==> src/rtl/clock_pkg.sv <==
// clock_pkg: shared key FSM states, key codes and helpers for the clock/time-set path.
// Hold-to-repeat support in key_debounce is enabled by defining KEY_AUTO_REPEAT_EN.
package clock_pkg;

  typedef enum logic [2:0] {
    IDLE,
    DEBOUNCE,
    PRESSED,
    REPEAT,
    RELEASE
  } key_state_t;

  localparam int         KEY_W    = 5;
  localparam logic [2:0] KEY_MODE = 3'd1;
  localparam logic [2:0] KEY_DEC  = 3'd2;
  localparam logic [2:0] KEY_SEL  = 3'd3;
  localparam logic [2:0] KEY_INC  = 3'd5;

  function automatic logic is_onehot(input logic [KEY_W-1:0] v);
    return (v != '0) && ((v & (v - 5'd1)) == '0);
  endfunction

  function automatic logic [2:0] onehot_to_code(input logic [KEY_W-1:0] v);
    logic [2:0] c;
    c = '0;
    unique case (1'b1)
      v[0]:    c = KEY_MODE;
      v[1]:    c = KEY_DEC;
      v[2]:    c = KEY_SEL;
      v[3]:    c = 3'd4;
      v[4]:    c = KEY_INC;
      default: c = '0;
    endcase
    return c;
  endfunction

endpackage

==> src/rtl/key_debounce_sync2.sv <==
// sync2: parameterised-width two-flop synchroniser with synchronous reset.
// Brings the asynchronous push-button levels into the clk domain.
module sync2 #(
  parameter int W = 1
) (
  input  logic         clk,
  input  logic         rst,
  input  logic [W-1:0] d,
  output logic [W-1:0] q
);

  logic [W-1:0] s1_q, s2_q;
  logic [W-1:0] s1_d, s2_d;

  always_comb begin
    s1_d = d;
    s2_d = s1_q;
  end

  always_ff @(posedge clk) begin
    if (rst) begin
      s1_q <= '0;
      s2_q <= '0;
    end else begin
      s1_q <= s1_d;
      s2_q <= s2_d;
    end
  end

  assign q = s2_q;

endmodule

==> src/rtl/key_debounce.sv <==
// key_debounce: sync, debounce and chord-reject five buttons into one-cycle key events.
// Define KEY_AUTO_REPEAT_EN to compile in hold-to-repeat (REPEAT state and timers).
module key_debounce
  import clock_pkg::*;
#(
  parameter int DEBOUNCE_CYC      = 2_000_000,
  parameter int REPEAT_DELAY_CYC  = 50_000_000,
  parameter int REPEAT_PERIOD_CYC = 10_000_000
) (
  input  logic             clk,
  input  logic             rst,
  input  logic [KEY_W-1:0] key,
  output logic             key_valid,
  output logic [2:0]       key_code,
  output logic             key_held
);

  localparam int MAX_AB  = (DEBOUNCE_CYC > REPEAT_DELAY_CYC) ?
                           DEBOUNCE_CYC : REPEAT_DELAY_CYC;
  localparam int MAX_CYC = (MAX_AB > REPEAT_PERIOD_CYC) ?
                           MAX_AB : REPEAT_PERIOD_CYC;
  localparam int CNT_W   = $clog2(MAX_CYC) + 1;

  localparam logic [CNT_W-1:0] DB_LAST = CNT_W'(DEBOUNCE_CYC - 1);
`ifdef KEY_AUTO_REPEAT_EN
  localparam logic [CNT_W-1:0] RD_LAST = CNT_W'(REPEAT_DELAY_CYC - 1);
  localparam logic [CNT_W-1:0] RP_LAST = CNT_W'(REPEAT_PERIOD_CYC - 1);
`endif

  logic [KEY_W-1:0] ks;

  sync2 #(.W(KEY_W)) u_sync (
    .clk (clk),
    .rst (rst),
    .d   (key),
    .q   (ks)
  );

  key_state_t       state_q, state_d;
  logic [CNT_W-1:0] cnt_q, cnt_d, cnt_inc;
  logic [KEY_W-1:0] cand_q, cand_d;
  logic             key_valid_q, key_valid_d;
  logic [2:0]       key_code_q, key_code_d;
  logic             key_held_q, key_held_d;
  logic             fire;

  // Counter saturates so a long hold in PRESSED can never wrap into a false match.
  assign cnt_inc = (cnt_q == '1) ? cnt_q : cnt_q + 1'b1;

  always_comb begin
    state_d = state_q;
    cnt_d   = cnt_inc;
    cand_d  = cand_q;
    fire    = 1'b0;
    unique case (state_q)
      IDLE: begin
        if (is_onehot(ks)) begin
          cand_d  = ks;
          cnt_d   = '0;
          state_d = DEBOUNCE;
        end
      end
      DEBOUNCE: begin
        if (ks != cand_q) begin
          state_d = IDLE;
        end else if (cnt_q == DB_LAST) begin
          fire    = 1'b1;
          cnt_d   = '0;
          state_d = PRESSED;
        end
      end
      PRESSED: begin
        if (ks != cand_q) begin
          cnt_d   = '0;
          state_d = RELEASE;
        end
`ifdef KEY_AUTO_REPEAT_EN
        else if (cnt_q == RD_LAST) begin
          fire    = 1'b1;
          cnt_d   = '0;
          state_d = REPEAT;
        end
`endif
      end
`ifdef KEY_AUTO_REPEAT_EN
      REPEAT: begin
        if (ks != cand_q) begin
          cnt_d   = '0;
          state_d = RELEASE;
        end else if (cnt_q == RP_LAST) begin
          fire  = 1'b1;
          cnt_d = '0;
        end
      end
`endif
      RELEASE: begin
        if (ks == cand_q) begin
          cnt_d   = '0;
          state_d = PRESSED;
        end else if (ks != '0) begin
          cnt_d = '0;
        end else if (cnt_q == DB_LAST) begin
          state_d = IDLE;
        end
      end
      default: begin
        cnt_d   = '0;
        state_d = IDLE;
      end
    endcase

    key_valid_d = fire;
    key_code_d  = fire ? onehot_to_code(cand_q) : 3'd0;
    key_held_d  = state_d inside {PRESSED, REPEAT, RELEASE};
  end

  always_ff @(posedge clk) begin
    if (rst) begin
      state_q     <= IDLE;
      cnt_q       <= '0;
      cand_q      <= '0;
      key_valid_q <= 1'b0;
      key_code_q  <= '0;
      key_held_q  <= 1'b0;
    end else begin
      state_q     <= state_d;
      cnt_q       <= cnt_d;
      cand_q      <= cand_d;
      key_valid_q <= key_valid_d;
      key_code_q  <= key_code_d;
      key_held_q  <= key_held_d;
    end
  end

  assign key_valid = key_valid_q;
  assign key_code  = key_code_q;
  assign key_held  = key_held_q;

endmodule

==> config.mk <==
export PLATFORM = sky130hd
export DESIGN_NAME = key_debounce
export DESIGN_NICKNAME = d
export VERILOG_FILES = /design/src/rtl/clock_pkg.sv /design/src/rtl/key_debounce_sync2.sv /design/src/rtl/key_debounce.sv
export SDC_FILE = /design/constraint.sdc
export NUM_CORES = 1
export LEC_CHECK = 0
export BUFFER_PORTS_ARGS = -buffer_cell sky130_fd_sc_hd__buf_4
export CAP_MARGIN = 0
export CORE_ASPECT_RATIO = 1.4
export CORE_MARGIN = 1
export CORE_UTILIZATION = 65
export DETAILED_ROUTE_END_ITERATION = 8
export HOLD_SLACK_MARGIN = 0.15
export PLACE_DENSITY_LB_ADDON = 0.25
export RECOVER_POWER = 25
export SLEW_MARGIN = 0
export SYNTH_ARGS = -nofsm -noshare
export SYNTH_HDL_FRONTEND = slang
export SYNTH_SLANG_ARGS = --single-unit
==> constraint.sdc <==
create_clock -name clk -period 5.11 [get_ports clk]
set_input_delay 0.2555 -clock clk [delete_from_list [all_inputs] [get_ports clk]]
set_output_delay 0.2555 -clock clk [all_outputs]
set_load 0.02 [all_outputs]
==> impl_metrics.yaml, run 1 <==
clock_network:
  post_cts_buffers: 0
  hold_buffers: 2
  path_clk_slew_ns: 0.09
  cts_max_path_buffers: 2
  cts.sinks: 50
  cts-root-buf: "clkbuf_8"
  cts.htree.levels: 2
  worstSkewPairLatency_ns: 0.31
  cts.repair.resized: 0
  cts_tree: "done"
  cts_buffers: 5
synth:
  synth_area_leaders: "dfxtp_1 (41%), a22oi_1 (4.3%), mux2i_1 (3.2%)"
  synth_warnings: 0
  syn_inst: 269
  yosysSeqAreaShare_pct: 40.53
  syn-cell-area_sq_um: 2470
  synthFlopType: "dfxtp_1"
  synth.most_common_cell: "dfxtp_1"
  yosysTopAreaCell: "dfxtp_1"
  syn-num-nets: 277
  async_flop_share_pct: 0
  synth_commonest_cells: "dfxtp_1 (50), nor2_1 (17), a21oi_1 (15)"
  synth_seq_cells: 50
  synth_edf_count: 0
  synth_top_area_share_pct: 40.53
  synth_cell_types: 54
  avgSynthCellArea_sq_um: 9.182
placement:
  gp_congestion: 0.8916
  numPortBuffers: 11
  hpwl_mm: 3.235
setup_path:
  crit_chain: "ha_1, nand2_1, or4_4, nor4_4, or3_2, a22oi_1"
  crit_start: "cnt_q[0]$_SDFF_PP0_"
  rrSetupSlack_ns: 2.23
  path_depth: 6
  crit_arrival_ns: 3.02
  critPathLaunchType: "flip-flop"
  crit_family: "simple AND/OR/NAND/NOR gates"
  worstReg2RegStart: "cnt_q[0]$_SDFF_PP0_"
  crit_type: "reg -> reg"
  crit_path_top_delay_cell: "nor4_4"
  cp-endpoint: "cnt_q[6]$_SDFF_PP0_"
  crit_path_max_fanout: 29
  crit_buf_inv: 0
  rr_worst_depth: 6
  cpPeakStageDelay_ns: 1.04
  cp.required_ns: 5.25
  worst_setup_path_end_kind: "flip-flop"
  r2r-end: "cnt_q[6]$_SDFF_PP0_"
hold_path:
  min_path_type: "in -> reg"
  hold_path_depth: 2
  min_from: "key[0]"
global_route:
  grt_usage_pct: 25.64
  grt_pass1_vias: 1676
  gr-total-overflow: 0
  grt_max_degree: 30
  grt_pass1_wl_mm: 7.569
  antenna_found_initial: 0
die:
  dieArea_sq_um: 4054
  top_level_ports: 12
  initial_core_util_pct: 67.79
  rows: 26
  die_w_um: 54.10
  die_h_um: 74.94
  core_sq_um: 3643
power:
  power_per_cell_area_nw_per_um2: 269.1
  power.leakage_nw: 0.8427
  irDropWorstVdd_mv: 0.2294
sta:
  slew_viol_final: 0
  timing.final.crit_period_ns: 2.880
  hold_slack_ns: 0.1511
  max_freq_mhz: 347.2
  final.period_utilization_pct: 56.37
  hold_viol: 0
  totalNegativeSetupSlack_ns: 0
  rsz0062_at_grt: "no"
  worst_slew_pin_slew_ns: 1.186
  setup_viol: 0
  fin_skew_ns: 0.008888
  max_slew_margin_pct: 20.33
route:
  drc: 0
  vias: 1993
  drt_iter0_drc: 73
  totalWireLength_mm: 4.755
  antenna_left: 0
  post_drt_wl_per_cell_um: 14.95
  first_pass_iters: 4
  vias_per_cell: 6.267
layout:
  layout-drive-gt1-share_pct: 11.23
  nNetsFinal: 283
  antenna_cells: 0
  area_delta_synth_final_pct: 5.421
status:
  status: "complete, no violations"
run:
  drv_cap: 0
## kinds of logic (layout without fill, tap and decap cells)
group / count (synthesis) / in the layout / synth area share, %
AOI/OAI and AO/OA: 62 / 62 / 17.98
buffers and inverters: 21 / 28 / 5.066
and+or+nand+nor: 113 / 113 / 27.71
xor gates and xnor gates: 14 / 14 / 4.965
DFF: 50 / 50 / 40.53
adders and majority gates: 1 / 1 / 0.5065
muxes: 8 / 8 / 3.242
## how the worst min path moves through the flow
stage                                      endpoint  slack, ns
after floorplan           u_sync.s1_q[0]$_SDFF_PP0_       0.38
after global placement       u_sync.q[2]$_SDFF_PP0_       0.42
after detailed placement     u_sync.q[4]$_SDFF_PP0_       0.42
after CTS                 u_sync.s1_q[1]$_SDFF_PP0_       0.15
after global routing      u_sync.s1_q[2]$_SDFF_PP0_       0.16
final                     u_sync.s1_q[0]$_SDFF_PP0_       0.15
## metrics by stage
| stage | utilization [%] | power [W] | setup WS (ns) | std cells | instance area (sq um) |
|---|---|---|---|---|---|
| 6_report | 71.46 | 0.0007007 | 2.230 | 318 | 2604 |
| 3_5_place_dp | 68.78 | 0.0004748 | 2.236 | 308 | 2506 |
| 3_3_place_gp | 68.78 | 0.0004737 | 2.244 | 308 | 2506 |
| 5_1_grt | 71.46 | 0.0007328 | 1.966 | 318 | 2604 |
| 2_1_floorplan | - | 0.0004678 | 2.955 | 269 | 2470 |
| 4_1_cts | 71.88 | 0.0007046 | 2.215 | 318 | 2619 |
## report_power, final
group | switching (W) | leakage, nW | internal [W]
clock | 0.000136 | 0.0408 | 0.0000980
sequential | 0.00000886 | 0.406 | 0.000398
combinational | 0.0000346 | 0.396 | 0.0000249
## layer usage
layer / GRT usage (%) / part of all wire (%)
met3: 4.848 / 3.4
met4: 9.972 / 1.8
met2: 44.72 / 52
met1: 30.33 / 43
met5: 0 / 0
## layout make-up
| type | instances | area, sq um |
|---|---|---|
| clock inverters | 3 | 23.77 |
| repair buffers | 13 | 87.58 |
| fillers | 302 | 1040 |
| well taps | 42 | 52.55 |
| inverters | 7 | 26.28 |
| multi-input cells | 198 | 1344 |
| clock buffers | 5 | 68.82 |
| flip-flops and latches | 50 | 1001 |
## placed cells by master, fill, tap and decap left out, types with 2 or more instances in the layout
cell and count:
dfxtp_1 50, nor2_1 17, buf_4 6, clkbuf_1 4
nor2b_1 11, o21ai_0 8, clkbuf_8 5, a22oi_1 14
inv_1 7, or3_2 3, nand2_1 14, xnor2_1 9
o211ai_1 2, or2_2 3, nand2b_1 2, and2_1 5
and4_1 2, nand4_1 3, a311oi_1 3, nand3_1 12
mux2i_1 8, nor4b_1 3, o31ai_1 7, xor2_1 5
a21oi_1 15, or3_1 3, clkinvlp_4 2, dlygate4sd3_1 2
or4_1 9, nor4_1 8, and3_1 2, nor3_1 7
## flip-flops by register name (all words and copies together), names as in the netlist
register     count
state_q          3
cnt_q           27
u_sync.s1_q      5
key_code         3
u_sync.q         5
key_valid        1
key_held         1
cand_q           5
Note: power is estimated with default switching activity, not from simulation.
==> run 2: changes to the inputs <==
--- a/config.mk
+++ b/config.mk
@@ -5,11 +5,12 @@
 export SDC_FILE = /design/constraint.sdc
 export NUM_CORES = 1
 export LEC_CHECK = 0
+export ABC_AREA = 1
 export BUFFER_PORTS_ARGS = -buffer_cell sky130_fd_sc_hd__buf_4
 export CAP_MARGIN = 0
 export CORE_ASPECT_RATIO = 1.4
 export CORE_MARGIN = 1
-export CORE_UTILIZATION = 65
+export CORE_UTILIZATION = 61
 export DETAILED_ROUTE_END_ITERATION = 8
 export HOLD_SLACK_MARGIN = 0.15
 export PLACE_DENSITY_LB_ADDON = 0.25
==> constraint.sdc (replaced) <==
create_clock -name clk -period 2.9 [get_ports clk]
set_input_delay 0.145 -clock clk [delete_from_list [all_inputs] [get_ports clk]]
set_output_delay 0.145 -clock clk [all_outputs]
set_load 0.02 [all_outputs]
==> impl_metrics.yaml, run 2 <==
route:
  vias: 2460
  drc: 0
  drt_iter0_drc: 134
  totalWireLength_mm: 6.131
  vias_per_cell: 5.479
  first_pass_iters: 5
  post_drt_wl_per_cell_um: 13.65
  antenna_left: 0
hold_path:
  min_path_type: "reg -> reg"
  hold_path_depth: 2
placement:
  hpwl_mm: 4.541
  numPortBuffers: 11
  gp_congestion: 0.9690
  detailed_place.area_sq_um: 2724
  place_inst: 430
setup_path:
  cpPeakStageDelay_ns: 0.38
  cp_common_cell: "inv_1"
  crit_arrival_ns: 2.10
  crit_type: "reg -> reg"
  cp.required_ns: 3.14
  crit_path_top_delay_cell: "dfxtp_1"
  rr_worst_depth: 11
  crit_chain: "ha_1, nand3_2, inv_2, nand2_1, inv_1, nand3_1, inv_1, nand3_4, clkinv_2, nor2_1, nor3_2"
  crit_path_max_fanout: 14
  critPathLaunchType: "flip-flop"
  worst_setup_path_end_kind: "flip-flop"
layout:
  layout_commonest_cell: "nand2_1"
  largest_register_ffs: 27
  num-fill-cells: 354
  final_cell_mix: "nand2_1 (76), nor2_1 (54), inv_1 (53)"
  fin_area_sq_um: 2924
  nNetsFinal: 411
  top_register: "cnt_q"
  stdcell_count: 449
  antenna_cells: 0
  area_delta_synth_final_pct: 10.55
  layout-drive-gt1-share_pct: 15.59
clock_network:
  cts-root-buf: "clkbuf_8"
  cts_max_path_buffers: 2
  cts.htree.levels: 2
  path_clk_slew_ns: 0.09
  worstSkewPairLatency_ns: 0.31
  cts.sinks: 50
  cts_tree: "done"
  cts_buffers: 5
synth:
  yosysTopAreaCell: "dfxtp_1"
  syn-cell-area_sq_um: 2645
  syn_inst: 379
  synth.most_common_cell: "nand2_1"
  synth_seq_cells: 50
  synthFlopType: "dfxtp_1"
  synth_top_family_by_area: "simple AND/OR/NAND/NOR gates"
  syn-num-nets: 387
  synthSimpleGateAreaFrac_pct: 36.99
  avgSynthCellArea_sq_um: 6.979
  synth_warnings: 0
  synth_top_area_share_pct: 37.84
  synth_edf_count: 0
  synth_area_leaders: "dfxtp_1 (38%), nand2_1 (11%), nor2_1 (7.7%)"
  synth_commonest_cells: "nand2_1 (76), nor2_1 (54), inv_1 (53)"
  yosysSeqAreaShare_pct: 37.84
  synth-xor-area-share_pct: 4.305
  async_flop_share_pct: 0
  synth-compound-area-share_pct: 9.555
  synth_fa_ha_area_share_pct: 0.4730
  synthMuxAreaShare_pct: 0
  synth_cell_types: 31
power:
  power.leakage_nw: 1.158
  irDropWorstVdd_mv: 0.3469
  power_per_cell_area_nw_per_um2: 480.1
sta:
  hold_viol: 0
  max_slew_margin_pct: 56.29
  setup_viol: 0
  timing.final.crit_period_ns: 1.867
  rsz0062_at_grt: "no"
  fin_skew_ns: 0.006113
  final.period_utilization_pct: 64.36
  totalNegativeSetupSlack_ns: 0
  max_freq_mhz: 535.8
  worst_slew_pin_slew_ns: 0.6557
  slew_viol_final: 0
die:
  initial_core_util_pct: 62.92
  top_level_ports: 12
  rows: 28
  die_h_um: 79.92
  dieArea_sq_um: 4607
  core_sq_um: 4204
  die_w_um: 57.65
run:
  drv_cap: 0
global_route:
  grt_pass1_vias: 2380
  grt_max_degree: 26
  antenna_found_initial: 0
  grt_pass1_wl_mm: 10.40
  grt_usage_pct: 29.46
  gr-total-overflow: 0
status:
  status: "complete, no violations"
[run 2: worst paths after layout]
kind,slack [ns],to,start
worst max-delay path,1.03,cnt_q[0]$_SDFF_PP0_,cnt_q[0]$_SDFF_PP0_
worst min-delay path,0.41,u_sync.q[0]$_SDFF_PP0_,u_sync.s1_q[0]$_SDFF_PP0_
worst max register to register,1.03,cnt_q[0]$_SDFF_PP0_,cnt_q[0]$_SDFF_PP0_
worst min register to register,0.41,u_sync.q[0]$_SDFF_PP0_,u_sync.s1_q[0]$_SDFF_PP0_
[run 2: what timing repair did]
item	4_1_cts	5_1_grt
resized for setup	0	0
setup buffers	0	0
hold buffers	11	0
hold endpoints to repair	12	0
[run 2: through the flow]
stage / setup WS (ns) / utilization (%) / power, W / hold WS [ns]
global route: 0.8452 / 69.55 / 0.001469 / 0.4352
global placement: 1.099 / 64.79 / 0.0008958 / 0.3445
detailed placement: 1.047 / 64.79 / 0.0009030 / 0.3524
floorplan: 1.334 / - / 0.0008848 / 0.2141
finish: 1.033 / 69.55 / 0.001404 / 0.4134
CTS: 1.035 / 70.09 / 0.001406 / 0.4120
[run 2: cell families after synthesis]
kind of cell / count (synthesis)
simple gates: 207
fa+ha+maj: 1
flops: 50
compound gates: 43
buf+inv: 65
xor+xnor: 13
[run 2: metal layers]
layer	share of wire, %	track usage [%]
met1	39	28.80
met2	51	53.84
met3	2.8	4.862
met4	7.8	22.62
met5	0	0
[run 2: critical path: cells and delay by family, from the launching register on]
kind | cells | cell delay (ns)
and+or+nand+nor | 6 | 0.70
DFF | 1 | 0.38
adders and majority gates | 1 | 0.23
buffers and inverters | 4 | 0.49
[run 2: layout make-up]
type | instances | area [sq um] | area share, %
Clock buffer | 5 | 68.82 | 2.353
Clock inverter | 3 | 43.79 | 1.498
Inverter | 60 | 226.5 | 7.745
Multi-Input combinational cell | 264 | 1358 | 46.43
Sequential cell | 50 | 1001 | 34.23
Tap cell | 45 | 56.30 | 1.926
Timing Repair Buffer | 22 | 170.2 | 5.819
[run 2: power breakdown]
| group | total [W] | leakage (nW) | switching (W) | internal (W) |
|---|---|---|---|---|
| logic | 0.000171 | 0.693 | 0.000113 | 0.0000578 |
| registers | 0.000729 | 0.406 | 0.0000204 | 0.000709 |
| clock network | 0.000504 | 0.0585 | 0.000245 | 0.000259 |
==> run 3: changes to the inputs <==
--- a/config.mk
+++ b/config.mk
@@ -5,12 +5,12 @@
 export SDC_FILE = /design/constraint.sdc
 export NUM_CORES = 1
 export LEC_CHECK = 0
-export ABC_AREA = 1
+export ABC_AREA = 0
 export BUFFER_PORTS_ARGS = -buffer_cell sky130_fd_sc_hd__buf_4
 export CAP_MARGIN = 0
 export CORE_ASPECT_RATIO = 1.4
 export CORE_MARGIN = 1
-export CORE_UTILIZATION = 61
+export CORE_UTILIZATION = 54
 export DETAILED_ROUTE_END_ITERATION = 8
 export HOLD_SLACK_MARGIN = 0.15
 export PLACE_DENSITY_LB_ADDON = 0.25
==> constraint.sdc (replaced) <==
create_clock -name clk -period 1.6 [get_ports clk]
set_input_delay 0.08 -clock clk [delete_from_list [all_inputs] [get_ports clk]]
set_output_delay 0.08 -clock clk [all_outputs]
set_load 0.02 [all_outputs]
==> impl_metrics.yaml, run 3 (synthesis gave the netlist of run 1 again) <==
sta:
  max_freq_mhz: 476.9
  fin_skew_ns: 0.004984
  totalNegativeSetupSlack_ns: -16.16
  worst_slack_ns: -0.4967
  worst_slew_pin_slew_ns: 0.4404
  slew_viol_final: 0
  setup_viol: 40
  final.period_utilization_pct: 131.0
  rsz0062_at_grt: "yes"
  timing.final.crit_period_ns: 2.097
  max_slew_margin_pct: 70.51
  hold_viol: 0
power:
  cell_internal_pwr_w: 0.001895
  power.leakage_nw: 1.276
  pwr-share-clk_pct: 35.8
  irDropWorstVdd_mv: 0.5795
  pwr-share-comb_pct: 12.3
  total_power_w: 0.002494
  power_per_cell_area_nw_per_um2: 744.6
  p_sw_w: 0.0005987
  p_seq_share_pct: 51.9
  swShare_pct: 24.01
status:
  status: "complete, but fails checks"
  violations: "setup timing"
route:
  totalWireLength_mm: 6.284
  vias: 2361
  drt_iter0_drc: 145
  antenna_left: 0
  drc: 0
  vias_per_cell: 5.787
  first_pass_iters: 4
  post_drt_wl_per_cell_um: 15.40
global_route:
  grt_usage_pct: 27.35
  grt_max_degree: 28
  gr-total-overflow: 0
  antenna_found_initial: 0
  grt_util_met2_pct: 53.30
  top_usage_layer: "met2"
  met1_usage_pct: 27.75
  grt_pass1_wl_mm: 9.942
  use_met3_pct: 3.622
  grt_pass1_vias: 2299
layout:
  area.sequential_sq_um: 1016
  largest_register_ffs: 27
  num-fill-cells: 302
  area_delta_synth_final_pct: 35.61
  layout_commonest_cell: "buf_4"
  final_cell_mix: "buf_4 (71), dfxtp_1 (42), nor2_1 (17)"
  multiInputGateArea_sq_um: 1425
  fin_area_sq_um: 3349
  antenna_cells: 0
  layout-drive-gt1-share_pct: 34.48
  top_register: "cnt_q"
  nNetsFinal: 355
die:
  initial_core_util_pct: 57.32
  dieArea_sq_um: 4852
  core_sq_um: 4309
  top_level_ports: 12
  die_h_um: 82.02
  die_w_um: 59.16
  rows: 28
clock_network:
  cts.sinks: 50
  worstSkewPairLatency_ns: 0.31
  cts-root-buf: "clkbuf_8"
  cts_tree: "done"
  cts.htree.levels: 2
  path_clk_slew_ns: 0.09
  cts_buffers: 5
  cts_max_path_buffers: 2
setup_path:
  crit_path_top_delay_cell: "or4b_1"
  crit_arrival_ns: 2.28
  crit_chain: "or4b_1, or4_4, nor4_2, o31a_1, buf_12, a22oi_1"
  critPathLaunchType: "flip-flop"
  cpPeakStageDelay_ns: 0.51
  worst_setup_path_end_kind: "flip-flop"
  crit_type: "reg -> reg"
  crit_path_max_fanout: 27
  cp.required_ns: 1.79
run:
  drv_cap: 0
hold_path:
  min_path_type: "reg -> reg"
placement:
  numPortBuffers: 11
  post-place-ws_ns: -0.4546
  hpwl_mm: 4.283
  detailed_place.area_sq_um: 3067
  gp_congestion: 0.8556
-- run 3: cell count changes in the layout (fill, tap and decap cells not counted), sizes merged, moves of 8 or more --
cell / previous run / this run
or4: 0 / 11
buf: 5 / 74
nor2: 71 / 17
a22oi: 0 / 14
mux2i: 0 / 8
nor4: 1 / 9
a21oi: 27 / 16
nor2b: 0 / 11
nand2: 82 / 14
inv: 60 / 8
nand3: 23 / 12
-- run 3: power groups by stage --
stage               clock, W  sequential, W  combinational, W
floorplan                  0        0.00133          0.000187
global placement           0        0.00132          0.000266
finish              0.000892        0.00130          0.000306
detailed placement         0        0.00133          0.000275
CTS                 0.000906        0.00129          0.000302
global route        0.000959        0.00130          0.000332
-- run 3: stage by stage --
stage,cells,hold slack [ns],util (%)
after floorplan,269,0.2082,-
after global placement,386,0.2900,71.17
after detailed placement,386,0.2973,71.17
after CTS,406,0.4462,76.89
after global routing,408,0.4629,77.73
final,408,0.4445,77.73
-- run 3: metal layers --
| metal | part of all wire [%] | up-vias |
|---|---|---|
| met3 | 2.9 | 14 |
| met2 | 56 | 48 |
| met5 | 0 | - |
| met4 | 2.3 | 0 |
| met1 | 39 | 1137 |
| li1 | - | 1162 |
-- run 3: final cells by class --
type,count,share of cell area [%]
Clock buffer,5,2.055
Clock inverter,3,1.307
Inverter,7,0.7845
Multi-Input combinational cell,198,42.55
Sequential cell,50,30.33
Tap cell,60,2.241
Timing Repair Buffer,85,20.73
-- run 3: worst paths after layout --
kind,from,end,slack [ns],cells past startpoint
worst max-delay path,cnt_q[9]$_SDFF_PP0_,cnt_q[4]$_SDFF_PP0_,-0.50,6
worst min-delay path,u_sync.s1_q[0]$_SDFF_PP0_,u_sync.q[0]$_SDFF_PP0_,0.44,1
worst max register to register,cnt_q[9]$_SDFF_PP0_,cnt_q[4]$_SDFF_PP0_,-0.50,6
worst min register to register,u_sync.s1_q[0]$_SDFF_PP0_,u_sync.q[0]$_SDFF_PP0_,0.44,1
-- run 3: worst max-delay path, delay by kind of cell, from the launching register on --
family	cells	cell delay, ns
AOI/OAI and AO/OA	2	0.31
buffers and inverters	1	0.20
DFF	1	0.33
and+or+nand+nor	3	1.13
-- run 3: repair_timing --
item / in CTS / in global routing
pin swaps: 3 / 1
cloned: 0 / 0
hold endpoints to repair: 15 / 0
endpoints found under the setup margin: 40 / 40
hold buffers: 11 / 0
buffers inserted: 1 / 2
gates resized for setup: 7 / 7
